--- config.mk ---
export PLATFORM = sky130hd
export DESIGN_NAME = store_merge_unit
export DESIGN_NICKNAME = d
export VERILOG_FILES = /design/src/rtl/store_merge_unit.sv
export SDC_FILE = /design/constraint.sdc
export NUM_CORES = 1
export LEC_CHECK = 0
export ABC_CLOCK_PERIOD_IN_PS = 5100
export CAP_MARGIN = 0
export CORE_ASPECT_RATIO = 2
export CORE_MARGIN = 2
export CORE_UTILIZATION = 45
export DETAILED_ROUTE_END_ITERATION = 10
export PLACE_DENSITY = 0.82
export SKIP_CTS_REPAIR_TIMING = 1
export SLEW_MARGIN = 0
export SYNTH_ARGS = -nofsm -noshare
export SYNTH_HDL_FRONTEND = slang
export SYNTH_SLANG_ARGS = --single-unit
--- constraint.sdc ---
create_clock -name CLK -period 5.1 [get_ports CLK]
set_input_delay 1.02 -clock CLK [delete_from_list [all_inputs] [get_ports CLK]]
set_output_delay 1.02 -clock CLK [all_outputs]
set_load 0.005 [all_outputs]
--- src/rtl/store_merge_unit.sv ---
// store_merge_unit
// Writes SB/SH/SW requests into a word-only data memory. A sub-word store
// reads the target word and merges the new byte or halfword into it, then
// writes the word back. A word store writes directly without a read.
// Misaligned and reserved-size requests are rejected without any memory access.
module store_merge_unit (
  input  logic        CLK,
  input  logic        RST_n,
  input  logic        start,
  input  logic [1:0]  size,
  input  logic [31:0] addr,
  input  logic [31:0] wdata,
  output logic        busy,
  output logic        done,
  output logic        misalign,
  output logic [31:0] mem_addr,
  output logic        mem_re,
  output logic        mem_we,
  output logic [31:0] mem_wdata,
  input  logic [31:0] mem_rdata,
  input  logic        mem_ready
);

  localparam logic [2:0] S_IDLE = 3'd0;
  localparam logic [2:0] S_RD   = 3'd1;
  localparam logic [2:0] S_WR   = 3'd2;
  localparam logic [2:0] S_DONE = 3'd3;
  localparam logic [2:0] S_ERR  = 3'd4;

  localparam logic [1:0] SZ_B = 2'b00;
  localparam logic [1:0] SZ_H = 2'b01;
  localparam logic [1:0] SZ_W = 2'b10;

  logic [2:0]  state_q,  state_d;
  logic [31:0] addr_q,   addr_d;
  logic [1:0]  size_q,   size_d;
  logic [15:0] wdata_q,  wdata_d;   // only the low halfword is needed for SB/SH
  logic [31:0] merged_q, merged_d;

  // Returns 1 when the request cannot be issued to a word-only memory.
  function automatic logic is_reject(input logic [1:0] sz, input logic [1:0] a_lo);
    logic rej;
    rej = 1'b0;
    case (sz)
      SZ_H:    rej = a_lo[0];
      SZ_W:    rej = (a_lo != 2'b00);
      SZ_B:    rej = 1'b0;
      default: rej = 1'b1;
    endcase
    return rej;
  endfunction

  // Places the new byte/halfword into its lane; other lanes keep the old word.
  function automatic logic [31:0] merge_word(input logic [31:0] old_w,
                                             input logic [15:0] new_d,
                                             input logic [1:0]  sz,
                                             input logic [1:0]  a_lo);
    logic [31:0] w;
    w = old_w;
    if (sz == SZ_B) begin
      case (a_lo)
        2'd0:    w[7:0]   = new_d[7:0];
        2'd1:    w[15:8]  = new_d[7:0];
        2'd2:    w[23:16] = new_d[7:0];
        default: w[31:24] = new_d[7:0];
      endcase
    end else if (sz == SZ_H) begin
      if (a_lo[1]) w[31:16] = new_d;
      else         w[15:0]  = new_d;
    end
    return w;
  endfunction

  // Next-state and datapath register update.
  always_comb begin
    // NOTE: every _d signal gets a default first, so no path leaves it unassigned and no latch is inferred.
    state_d  = state_q;
    addr_d   = addr_q;
    size_d   = size_q;
    wdata_d  = wdata_q;
    merged_d = merged_q;
    case (state_q)
      S_IDLE: begin
        if (start) begin
          addr_d  = addr;
          size_d  = size;
          wdata_d = wdata[15:0];
          if (is_reject(size, addr[1:0])) begin
            state_d = S_ERR;
          end else if (size == SZ_W) begin
            state_d  = S_WR;
            merged_d = wdata;
          end else begin
            state_d = S_RD;
          end
        end
      end
      S_RD: begin
        if (mem_ready) begin
          merged_d = merge_word(mem_rdata, wdata_q, size_q, addr_q[1:0]);
          state_d  = S_WR;
        end
      end
      S_WR: begin
        if (mem_ready) state_d = S_DONE;
      end
      S_DONE:  state_d = S_IDLE;
      S_ERR:   state_d = S_IDLE;
      default: state_d = S_IDLE;
    endcase
  end

  // State and datapath registers.
  always_ff @(posedge CLK or negedge RST_n) begin
    if (!RST_n) begin
      // NOTE: the data-holding registers clear too, so no stale store data survives a reset.
      state_q  <= S_IDLE;
      addr_q   <= '0;
      size_q   <= '0;
      wdata_q  <= '0;
      merged_q <= '0;
    end else begin
      // NOTE: non-blocking assignments, so every register samples the pre-edge values together.
      state_q  <= state_d;
      addr_q   <= addr_d;
      size_q   <= size_d;
      wdata_q  <= wdata_d;
      merged_q <= merged_d;
    end
  end

  // Outputs decode only from registers. Reset forces them low asynchronously.
  assign busy      = (state_q != S_IDLE);
  assign done      = (state_q == S_DONE) || (state_q == S_ERR);
  assign misalign  = (state_q == S_ERR);
  assign mem_re    = (state_q == S_RD);
  assign mem_we    = (state_q == S_WR);
  assign mem_addr  = (mem_re || mem_we) ? {addr_q[31:2], 2'b00} : 32'h0;
  assign mem_wdata = mem_we ? merged_q : 32'h0;

endmodule

==> out/metrics.csv <==
stage;metric;value;unit
outcome;status;complete, no violations;
global_route;grt_pass1_wl;20.8;mm
global_route;grt_max_degree;53;
synth;synth.avg_cell_area;10.9;um^2
clock_tree;cts_root_buf;clkbuf_16;
critical_path;crit_chain;nor3b_4 > buf_4 > nor2_2 > nor2b_1 > clkdlybuf4s50_1;
placed_design;io_buffers;168;
clock_tree;numCtsBuffers;9;
sta;hold_viol;0;
detailed_routing;drc;0;
floorplan;die_h;149;um
clock_tree;path_clk_slew;0.06;ns
sta;max-slew-margin-rel;0.195;
sta;rsz0062_at_grt;no;
critical_path;slowest_stage;dfrtp_1;
global_route;grt_usage;0.237;
worst_hold_path;min_path_cells;2;
placed_design;post-place-ws;1.31;ns
detailed_routing;wl_per_cell;18.3;um
sta;post-route-period-util;0.820;
detailed_routing;firstDrtPassIters;6;
synth;synthFlopType;dfrtp_1;
floorplan;row_count;53;
synth;synth_edf_count;0;
detailed_routing;viasPerCell;5.38;
sta;max_freq;239;MHz
critical_path;slowest_delay;0.90;ns
sta;fin_crit;4.18;ns
floorplan;die_x;76.5;um
detailed_routing;vias;3925;
synth;syn_inst;435;
floorplan;ios;171;
sta;setup_tns;0;ns
sta;drv_slew;0;
critical_path;worst_setup_path_end_kind;output port;
finish;n_antenna_cell;0;
clock_tree;clkLatencyLatePin;0.35;ns
placed_design;gp_congestion;0.879;
critical_path;worstPathArrival;3.16;ns
critical_path;r2r_slack;2.36;ns
job;cap_violations;0;
floorplan;die-area;0.0114;mm^2
critical_path;rr_startpoint;state_q[0];
worst_hold_path;min-delay-start;merged_q[16];
clock_tree;cts_buffer_depth;2;
sta;skew;0.0110;ns
finish;syn_to_final_growth;42.1;%
global_route;grt_overflow_total;0;
pwr;p_leak;2.86;nW
synth;synth_seq_area_share;0.449;
clock_tree;cts.sinks;85;
clock_tree;h-tree-depth;3;
pwr;vdd_drop_max;0.000248;V
placed_design;dp_hpwl;9.61;mm
floorplan;floorplan.initialDensity;0.455;
critical_path;worstPathRequired;4.08;ns
floorplan;core;0.0104;mm^2
detailed_routing;drtAntennaViolNets;0;
detailed_routing;routed_wirelength;13.3;mm
pwr;power_density;578;mW/mm^2
global_route;antenna_found_initial;0;
critical_path;start_kind;flip-flop;
critical_path;r2r_end;wdata_q[1];
sta;setup_viol;0;
finish;drive_gt1_frac;0.133;
synth;synth-seq-cells;85;
sta;setup_slack;0.919;ns
global_route;first_global_vias;4095;
clock_tree;cts_tree;yes;
detailed_routing;detail_route.iter0.violations;253;
synth;synthDistinctLibCells;43;
critical_path;path_max_fanout;35;
finish;final_nets;690;
sta;worst_pin_slew;1.21;ns
critical_path;rr_worst_depth;3;
worst_hold_path;hold_end;merged_q[16];
critical_path;crit_type;reg2out;
synth;synth_area;0.00474;mm^2
synth;ys.warnings.count;0;
worst_hold_path;holdCritPathClass;reg2reg;
synth;synthArstFlopShare;1.00;
## area by class of cell
type | instances | area (um^2)
clock buffers | 9 | 225
clock inverters | 7 | 123
fillers | 855 | 3680
inverters | 23 | 86.3
multi-input cells | 297 | 2290
flip-flops and latches | 85 | 2130
well taps | 137 | 171
repair buffers | 172 | 1710
## kinds of logic (layout without fill, tap and decap cells)
logic type             Yosys count  count (layout)  share of synthesized area
AO/OA/AOI/OAI                  109             109                      0.154
buffers and inverters           54             211                     0.0705
flip-flops                      85              85                      0.449
multiplexers                    49              49                      0.154
other                            1               2                   0.000792
AND/OR/NAND/NOR                137             137                      0.172
## metrics by stage
step	power (W)	hold WS [ns]	util	std cells	instance area, um^2
after floorplan	0.00243	0.447	-	436	4740
after global placement	0.00306	0.459	0.613	714	6380
after detailed placement	0.00312	0.467	0.613	714	6380
after CTS	0.00391	0.481	0.646	730	6730
after global routing	0.00412	0.502	0.646	730	6730
final	0.00389	0.478	0.646	730	6730
## synthesized netlist by cell type (2+ instances only)
cell	count	area [um^2]
a2bb2oi_1	3	26.3
o21ai_0	29	145
o221ai_1	6	52.6
nor4b_2	2	30.0
a21oi_1	2	10.0
a31oi_1	6	37.5
o22ai_1	6	37.5
a211oi_1	16	120
dfrtp_1	85	2130
nor2_1	17	63.8
buf_6	3	33.8
and3_1	16	100
nand2_1	21	78.8
nor2b_1	30	188
buf_4	3	22.5
clkbuf_1	7	26.3
and2_1	32	200
nand2b_1	9	56.3
buf_12	5	100
mux2_4	47	706
inv_1	21	78.8
a221oi_1	10	87.6
o22a_1	11	96.3
mux2_2	2	22.5
buf_2	13	65.1
o21ai_1	16	80.1
## sequential cells by signal, summed over array words and instances, names as in the netlist
signal and count:
state_q 3, addr_q 32, wdata_q 16, merged_q 32
size_q 2
## worst max-delay path by stage
| stage | from | end | slack (ns) |
|---|---|---|---|
| final | state_q[0] | mem_addr[7] | 0.92 |
| after global routing | state_q[0] | mem_addr[26] | 0.71 |
| after CTS | state_q[0] | mem_addr[23] | 0.92 |
| after detailed placement | state_q[0] | mem_addr[23] | 1.31 |
| after global placement | state_q[0] | mem_addr[27] | 1.48 |
| after floorplan | state_q[1] | mem_addr[10] | 2.87 |
## worst max-delay path: cells and delay by family (launching register included)
family | cells | cell delay [ns]
DFF | 1 | 0.90
and+or+nand+nor | 3 | 1.13
buffers and inverters | 2 | 0.79
## layout by cell type, fill, tap and decap left out, types with 6 or more instances in the layout
cell / synthesis / layout
clkbuf_16: 0 / 9
nor2b_1: 30 / 30
o221ai_1: 6 / 6
o22a_1: 11 / 11
o22ai_1: 6 / 6
clkdlybuf4s50_1: 0 / 167
a211oi_1: 16 / 16
a31oi_1: 6 / 6
nor2_1: 17 / 16
nand2_1: 21 / 21
inv_1: 21 / 21
and2_1: 32 / 32
o21ai_1: 16 / 16
nand2b_1: 9 / 9
o21ai_0: 29 / 29
mux2_4: 47 / 47
dfrtp_1: 85 / 85
and3_1: 16 / 16
a221oi_1: 10 / 10
## routing by layer
layer	track usage	part of all wire	vias to the layer above
met1	0.264	0.37	1863
met5	0	0	-
met3	0.0351	0.053	45
met4	0.141	0.042	0
met2	0.423	0.53	184
li1	-	-	1833
## power by group
part | total, W | internal [W] | switching (W)
registers | 0.00127 | 0.00101 | 0.000257
clock network | 0.000760 | 0.000481 | 0.000279
logic | 0.00186 | 0.00107 | 0.000792
total | 0.00389 | 0.00256 | 0.00133
(Power assumes the default switching activity.)
